<file path="config.mk">
export PLATFORM = sky130hd
export DESIGN_NAME = rom_image_loader_flat
export DESIGN_NICKNAME = d
export VERILOG_FILES = /design/src/rtl/rom_image_loader_if.sv /design/src/rtl/rom_image_loader.sv /design/src/flat_wrapper.sv
export SDC_FILE = /design/constraint.sdc
export NUM_CORES = 1
export LEC_CHECK = 0
export ABC_CLOCK_PERIOD_IN_PS = 2000
export CAP_MARGIN = 20
export CORE_ASPECT_RATIO = 1.4
export CORE_MARGIN = 5
export CORE_UTILIZATION = 45
export DETAILED_ROUTE_END_ITERATION = 10
export GPL_TIMING_DRIVEN = 0
export PLACE_DENSITY = 0.66
export SYNTH_ARGS = -nofsm -noshare
export SYNTH_HDL_FRONTEND = slang
export SYNTH_SLANG_ARGS = --single-unit
</file>
<file path="constraint.sdc">
create_clock -name clk -period 2 [get_ports clk]
set_input_delay 0.3 -clock clk [delete_from_list [all_inputs] [get_ports clk]]
set_output_delay 0.3 -clock clk [all_outputs]
set_load 0.02 [all_outputs]
</file>
<file path="src/rtl/rom_image_loader_if.sv">
// rtl/rom_image_loader_if.sv - byte-stream write port and combinational read port of the image loader
// The master drives the stream and the read address; the slave (loader) answers with ready and read data.
interface rom_image_loader_if #(
   parameter int ADDR_W = 4,
   parameter int DATA_W = 8
);
   logic              in_valid;
   logic [DATA_W-1:0] in_data;
   logic              in_ready;
   logic [ADDR_W-1:0] rd_addr;
   logic [DATA_W-1:0] rd_data;

   modport master (
      output in_valid, in_data, rd_addr,
      input  in_ready, rd_data
   );

   modport slave (
      input  in_valid, in_data, rd_addr,
      output in_ready, rd_data
   );
endinterface

</file>
<file path="src/rtl/rom_image_loader.sv">
// rtl/rom_image_loader.sv - loads a 2**ADDR_W byte image from a stream into a table with a combinational read port
// Power-up/reset contents are the i*0x11 pattern so consumers see a known table before any load.
module rom_image_loader #(
   parameter int ADDR_W = 4,
   parameter int DATA_W = 8
) (
   input  logic                clk,
   input  logic                rst_n,
   input  logic                start_i,
   rom_image_loader_if.slave   bus,
   output logic                busy_o,
   output logic                done_o,
   output logic [ADDR_W:0]     load_count_o,
   output logic [DATA_W-1:0]   checksum_o,
   output logic                overflow_err_o
);
   localparam int DEPTH = 2 ** ADDR_W;

   typedef enum logic [1:0] {S_IDLE, S_LOAD, S_DONE} state_t;

   state_t              state_q, state_d;
   logic [ADDR_W-1:0]   wr_ptr_q, wr_ptr_d;
   logic [ADDR_W:0]     count_q, count_d;
   logic [DATA_W-1:0]   cksum_q, cksum_d;
   logic                err_q, err_d;
   logic                wr_en;
   logic [DATA_W-1:0]   mem_q [DEPTH];

   always_ff @(posedge clk or negedge rst_n) begin
      if (!rst_n) begin
         state_q  <= S_IDLE;
         wr_ptr_q <= '0;
         count_q  <= '0;
         cksum_q  <= '0;
         err_q    <= 1'b0;
      end else begin
         state_q  <= state_d;
         wr_ptr_q <= wr_ptr_d;
         count_q  <= count_d;
         cksum_q  <= cksum_d;
         err_q    <= err_d;
      end
   end

   always_comb begin
      state_d  = state_q;
      wr_ptr_d = wr_ptr_q;
      count_d  = count_q;
      cksum_d  = cksum_q;
      err_d    = err_q;
      wr_en    = 1'b0;
      case (state_q)
         S_IDLE: begin
            if (start_i) begin
               state_d  = S_LOAD;
               wr_ptr_d = '0;
               count_d  = '0;
               cksum_d  = '0;
               err_d    = 1'b0;
            end
         end
         S_LOAD: begin
            // start is deliberately not decoded here: a load always runs to completion
            if (bus.in_valid) begin
               wr_en    = 1'b1;
               wr_ptr_d = wr_ptr_q + ADDR_W'(1);
               count_d  = count_q + (ADDR_W + 1)'(1);
               cksum_d  = cksum_q + bus.in_data;
               if (wr_ptr_q == ADDR_W'(DEPTH - 1)) begin
                  state_d = S_DONE;
               end
            end
         end
         S_DONE: begin
            if (start_i) begin
               state_d  = S_LOAD;
               wr_ptr_d = '0;
               count_d  = '0;
               cksum_d  = '0;
               err_d    = 1'b0;
            end else if (bus.in_valid) begin
               err_d = 1'b1;
            end
         end
         default: state_d = S_IDLE;
      endcase
   end

   always_ff @(posedge clk or negedge rst_n) begin
      if (!rst_n) begin
         for (int i = 0; i < DEPTH; i++) begin
            mem_q[i] <= DATA_W'(i * 'h11);
         end
      end else if (wr_en) begin
         mem_q[wr_ptr_q] <= bus.in_data;
      end
   end

   assign bus.rd_data    = mem_q[bus.rd_addr];
   assign bus.in_ready   = (state_q == S_LOAD);
   assign busy_o         = (state_q == S_LOAD);
   assign done_o         = (state_q == S_DONE);
   assign load_count_o   = count_q;
   assign checksum_o     = cksum_q;
   assign overflow_err_o = err_q;
endmodule

</file>
<file path="src/flat_wrapper.sv">
// flat-port wrapper written by rule: the top's interface ports become plain ports
module rom_image_loader_flat 
#(
   parameter int ADDR_W = 4,
   parameter int DATA_W = 8
)
  (clk, rst_n, start_i, busy_o, done_o, load_count_o, checksum_o, overflow_err_o, bus_in_valid, bus_in_data, bus_rd_addr, bus_in_ready, bus_rd_data);
  rom_image_loader_if #(.ADDR_W(ADDR_W), .DATA_W(DATA_W)) bus_i ();
  input  logic clk;
  input  logic rst_n;
  input  logic start_i;
  output logic busy_o;
  output logic done_o;
  output logic [ADDR_W:0] load_count_o;
  output logic [DATA_W-1:0] checksum_o;
  output logic overflow_err_o;
  input wire logic [$bits(bus_i.in_valid)-1:0] bus_in_valid;
  input wire logic [$bits(bus_i.in_data)-1:0] bus_in_data;
  input wire logic [$bits(bus_i.rd_addr)-1:0] bus_rd_addr;
  output wire logic [$bits(bus_i.in_ready)-1:0] bus_in_ready;
  output wire logic [$bits(bus_i.rd_data)-1:0] bus_rd_data;
  assign bus_i.in_valid = bus_in_valid;
  assign bus_i.in_data = bus_in_data;
  assign bus_i.rd_addr = bus_rd_addr;
  assign bus_in_ready = bus_i.in_ready;
  assign bus_rd_data = bus_i.rd_data;
  rom_image_loader #(.ADDR_W(ADDR_W), .DATA_W(DATA_W)) u_core (.clk(clk), .rst_n(rst_n), .start_i(start_i), .bus(bus_i), .busy_o(busy_o), .done_o(done_o), .load_count_o(load_count_o), .checksum_o(checksum_o), .overflow_err_o(overflow_err_o));
endmodule
</file>
Word level (Yosys, flattened, before mapping). Cells that the tools add are included.

Memory bits (writable): 0. Logic and storage cells: 70. Register bits: 148. Bits in latches: 0. Memory bits (read-only): 0. Memories kept: 0.

Reductions and logical operators: 8. Multiply operators: 0. Multiplexer cells: 25. Equal/unequal tests: 8. $add $sub $neg: 3. Bitwise operators: 2. $lt $le $gt $ge: 3. Div/mod/pow operators: 0. Shifts and indexed selects: 0.

Operators by type and width (count): $bwmux W128 (1); $mux W8 (5); $bmux W8 S4 (1); $demux W8 S4 (1); $pmux W8 S2 (1); $ge A5 B5 Y1 const B (2); $mux W5 (2); $not A4 Y5 (2); $pmux W5 S2 (1); $reduce_and A3 Y1 (3); $add A8 B8 Y8 (1); $mux W4 (2); $pmux W4 S2 (1); $mux W2 (3); $add A5 B1 Y5 const B (1); $lt A5 B1 Y1 const B (1); $mux W1 (5); $add A4 B1 Y4 const B (1); $eq A4 B4 Y1 const B (1); $ne A2 B1 Y1 const B (2); $ne A2 B2 Y1 const B (2); $pmux W2 S2 (1); $reduce_bool A2 Y1 (2); $ne A3 B2 Y1 const B (1); 6 further kinds (6).

Depth between registers and ports, before layout.
Depth in word-level cells: 6. Gate-level depth with buffers: 8. Mapped depth without buffers: 8.

Least setup slack after synthesis. Ideal clock, no wire load.

Kind: reg-to-reg. Start: register u_core.cksum_q[0] (netlist: u_core.checksum_o[0]). End: register u_core.cksum_q[6] (netlist: u_core.checksum_o[6]). Library setup time: 0.135 ns. Required time: 1.865 ns. Setup slack: -0.021 ns. Cell stages (with the launch flop): 9. Arrival time: 1.886 ns. Cells stage by stage: dfrtp_1 ha_1 fa_1 a21o_1 a21oi_1 o21bai_1 a21oi_1 xor2_1 o21ai_0.

Cells in the longest elaborated chain, start to end: 3.

Ends and longest elaborated chain: from (decl) (line rom_image_loader.sv:24) `logic [DATA_W-1:0] cksum_q, cksum_d;`; from (signal assigned) (line rom_image_loader.sv:40) `cksum_q <= cksum_d;`; $add A8 B8 Y8 (line rom_image_loader.sv:68) `cksum_d = cksum_q + bus.in_data;`; $mux W8 (line rom_image_loader.sv:64) `if (bus.in_valid) begin`; $pmux W8 S2 (line rom_image_loader.sv:52) `case (state_q)`.

Every way passes these cells. The select of a mux whose other input is x is not followed. A chain may end at the register's enable or synchronous reset.

Worst setup path after layout.
Start: register u_core.mem_q[76] (netlist name). End: output bus_rd_data[4].

Cells in the longest elaborated chain, start to end: 3.

Ends and longest elaborated chain: from (decl) (line rom_image_loader.sv:27) `logic [DATA_W-1:0] mem_q [DEPTH];`; from (signal, indexed assignment) (line rom_image_loader.sv:92) `mem_q[i] <= DATA_W'(i * 'h11);`; from (signal, indexed assignment) (line rom_image_loader.sv:95) `mem_q[wr_ptr_q] <= bus.in_data;`; $bmux W8 S4 (line rom_image_loader.sv:99) `assign bus.rd_data = mem_q[bus.rd_addr];`; $mux W8 (not written as such) (2 in series) (line rom_image_loader.sv:99); to (decl) (line flat_wrapper.sv:21) `output wire logic [$bits(bus_i.rd_data)-1:0] bus_rd_data;`.

Every way passes these cells. The select of a mux whose other input is x is not followed.

==> flow_summary.ini <==
[clock_network]
clock-root-buffer = clkbuf_16
clk_transition_reported_paths_ns = 0.06
cts_made_buffers = 17
clock_latency_ns = 0.42
h-tree-depth = 4
clock_sinks = 148
cts_tree = done
cts_buffer_depth = 2

[worst_setup_path]
critPathTopFamily = multiplexers
cpPeakStageDelay_ns = 0.52
regToRegEndpoint = u_core.checksum_o[7]
path_cells = mux4_2, mux4_2, buf_6
rr_startpoint = u_core.checksum_o[1]
worstPathArrival_ns = 1.95
ff2ff_setup_slack_ns = 0.07
crit_slowest_cell = mux4_2
reg2regPathDepth = 7
critPathLaunch = u_core.mem_q[76]
crit_path_end_kind = output port
cp.depth = 3
path_common_cell = mux4_2
startpoint_type = flop
cp_max_fo = 2
criticalPathCategory = flop to output port
crit_buf_inv = 1
crit_end = bus_rd_data[4]
worst_ep_required_time_ns = 1.70

[floorplan]
fp.dieArea_um2 = 18650
initial_core_util = 0.4589
die_y_um = 159.6
fp-row-count = 54
die_w_um = 116.9
core_um2 = 15680
ioPinCount = 41

[place]
dp_hpwl_mm = 10.82
place_inst = 692
routabilityCongestion = 0.7941
port_buffers = 37
placed_cell_area_um2 = 7839

[global_routing]
grt_pass1_vias = 4626
grt_pass1_wl_mm = 25.88
met1_usage = 0.2327
met2_usage = 0.3097
grt_usage = 0.1820
gr-total-overflow = 0
use_met3 = 0.03384
top_usage_layer = met2
grt_max_degree = 105
antenna_found_initial = 0

[finish]
layout_common_cells = mux2_2 (125), dfrtp_1 (82), dfstp_2 (64), mux4_2 (39), clkdlybuf4s50_1 (21)
final_nets = 548
syn_to_final_growth_pct = 19.05
n_fill_cell = 1292
final_common_cell = mux2_2
stdcell_count = 728
post-route-util = 0.5463
drive_gt1_frac = 0.5921
final_area_um2 = 8563
num_antenna_cells = 0

[route]
routed_wl_mm = 15.79
final_antenna_net_count = 0
drtIter0Drc = 150
wire_per_inst_um = 21.69
routed_via_density = 5.691
firstDrtPassIters = 6
vias = 4143
route.detailed.drc = 0

[run_status]
violations = setup timing
outcome = complete, but fails checks

[sta]
fin_worst_hold_slack_ns = 0.3665
fin_ws_ns = -0.2526
hold_viol = 0
fmax_ghz = 0.4439
maxSlewViolCount = 0
grt_setup_unrepaired = yes
finalCritPeriodShare = 1.126
fin_crit_ns = 2.253
skew_ns = 0.01054
tightest_slew_ns = 0.5139
max_slew_margin = 0.6574
setup_tns_ns = -1.788
setup_viol = 8

[power]
p_leak_nw = 3.557
ir_drop_mv = 0.8290
powerDensity_nw_per_um2 = 1574

[logic_synthesis]
yosysSeqAreaShare = 0.5260
synth-seq-cells = 148
syn_area_um2 = 7193
ys_types = 38
synth_cells = 458
syn_nets = 487
ys_warn_count = 0
avgSynthCellArea_um2 = 15.71

[flow_run]
maxCapViolations = 0

[worst_hold_path]
min_path_type = primary input to asynchronous set/reset pin
[registers in the layout, summed over array words and instances, names as in the netlist]
signal                 cells
u_core.load_count_o        5
u_core.wr_ptr_q            4
u_core.checksum_o          8
u_core.state_q             2
u_core.overflow_err_o      1
u_core.mem_q             128
[worst reg2reg max path, cell delays in order (launching register included)]
cell and delay (ns):
dfrtp_2 0.44, ha_4 0.24, a211oi_2 0.27, o21bai_2 0.11
o41ai_2 0.25, xnor2_1 0.15, buf_4 0.16, a22o_1 0.20
[how the worst min path moves through the flow]
stage	from	end	slack, ns	cells past startpoint
6_report	rst_n	u_core.mem_q[92]	0.37	2
5_1_grt	rst_n	u_core.mem_q[92]	0.42	2
4_1_cts	rst_n	u_core.mem_q[92]	0.38	2
3_5_place_dp	rst_n	u_core.mem_q[92]	0.26	1
3_3_place_gp	u_core.mem_q[103]	u_core.mem_q[103]	0.48	1
2_1_floorplan	rst_n	u_core.checksum_o[0]	0.004	0
[cells in the mapped netlist, drive strengths merged]
cell type / n / share of area
a21o: 3 / 0.0031
dfstp: 64 / 0.23
xnor2: 3 / 0.0037
o22ai: 1 / 0.00087
a22o: 1 / 0.0012
xor2: 6 / 0.0073
and2: 1 / 0.00087
nor2b: 1 / 0.00087
o41ai: 1 / 0.0012
o21ai: 12 / 0.0083
a211oi: 2 / 0.0021
inv: 5 / 0.0026
a21oi: 5 / 0.0035
mux4: 40 / 0.14
clkbuf: 17 / 0.016
mux2: 128 / 0.20
nand2b: 2 / 0.0017
buf: 7 / 0.0096
nand3: 14 / 0.0097
o31ai: 1 / 0.0010
o211ai: 1 / 0.0010
dfrtp: 84 / 0.29
nor2: 21 / 0.019
o21bai: 2 / 0.0021
nand2: 20 / 0.012
nand4: 3 / 0.0026
fa: 1 / 0.0028
ha: 12 / 0.021
[per-layer routing]
layer	vias to the layer above	share of wire
li1	1826	-
met1	2214	0.42
met2	80	0.54
met3	23	0.028
met4	0	0.015
met5	-	0
[kinds of logic after synthesis]
group / Yosys count / share of synthesized area
buffers and inverters: 29 / 0.02800
muxes: 168 / 0.3402
AOI/OAI and AO/OA: 29 / 0.02453
adders and majority gates: 13 / 0.02366
xor gates and xnor gates: 9 / 0.01096
DFF: 148 / 0.5260
and+or+nand+nor: 62 / 0.04662
[power breakdown]
part	switching, W	internal (W)	total (W)
combinational	0.00193	0.00247	0.00440
clock	0.00120	0.00241	0.00361
sequential	0.000774	0.00469	0.00547
[final cells by class]
class	count	area, um^2	area share
Clock buffer	23	467.9	0.05465
Buffer	24	182.7	0.02133
Clock inverter	9	201.4	0.02352
Tap cell	196	245.2	0.02864
Multi-Input combinational cell	281	3222	0.3762
Inverter	5	18.77	0.002192
Timing Repair Buffer	42	439.2	0.05129
Sequential cell	148	3786	0.4421
[metrics by stage]
| step | total power [W] | setup slack (ns) |
|---|---|---|
| 4_1_cts | 0.01348 | -0.2680 |
| 5_1_grt | 0.01423 | -0.2958 |
| 6_report | 0.01347 | -0.2526 |
| 2_1_floorplan | 0.008209 | 0.003997 |
| 3_3_place_gp | 0.009335 | -5.437 |
| 3_5_place_dp | 0.009601 | -0.9369 |
[timing repair]
action | 4_1_cts | 5_1_grt
setup buffers | 2 | 1
pin swaps | 5 | 2
setup endpoints to repair | 26 | 58
hold buffers | 1 | 0
endpoints found under the hold margin | 24 | 0
resized for setup | 93 | 17
Note: power is estimated with default switching activity, not from simulation.
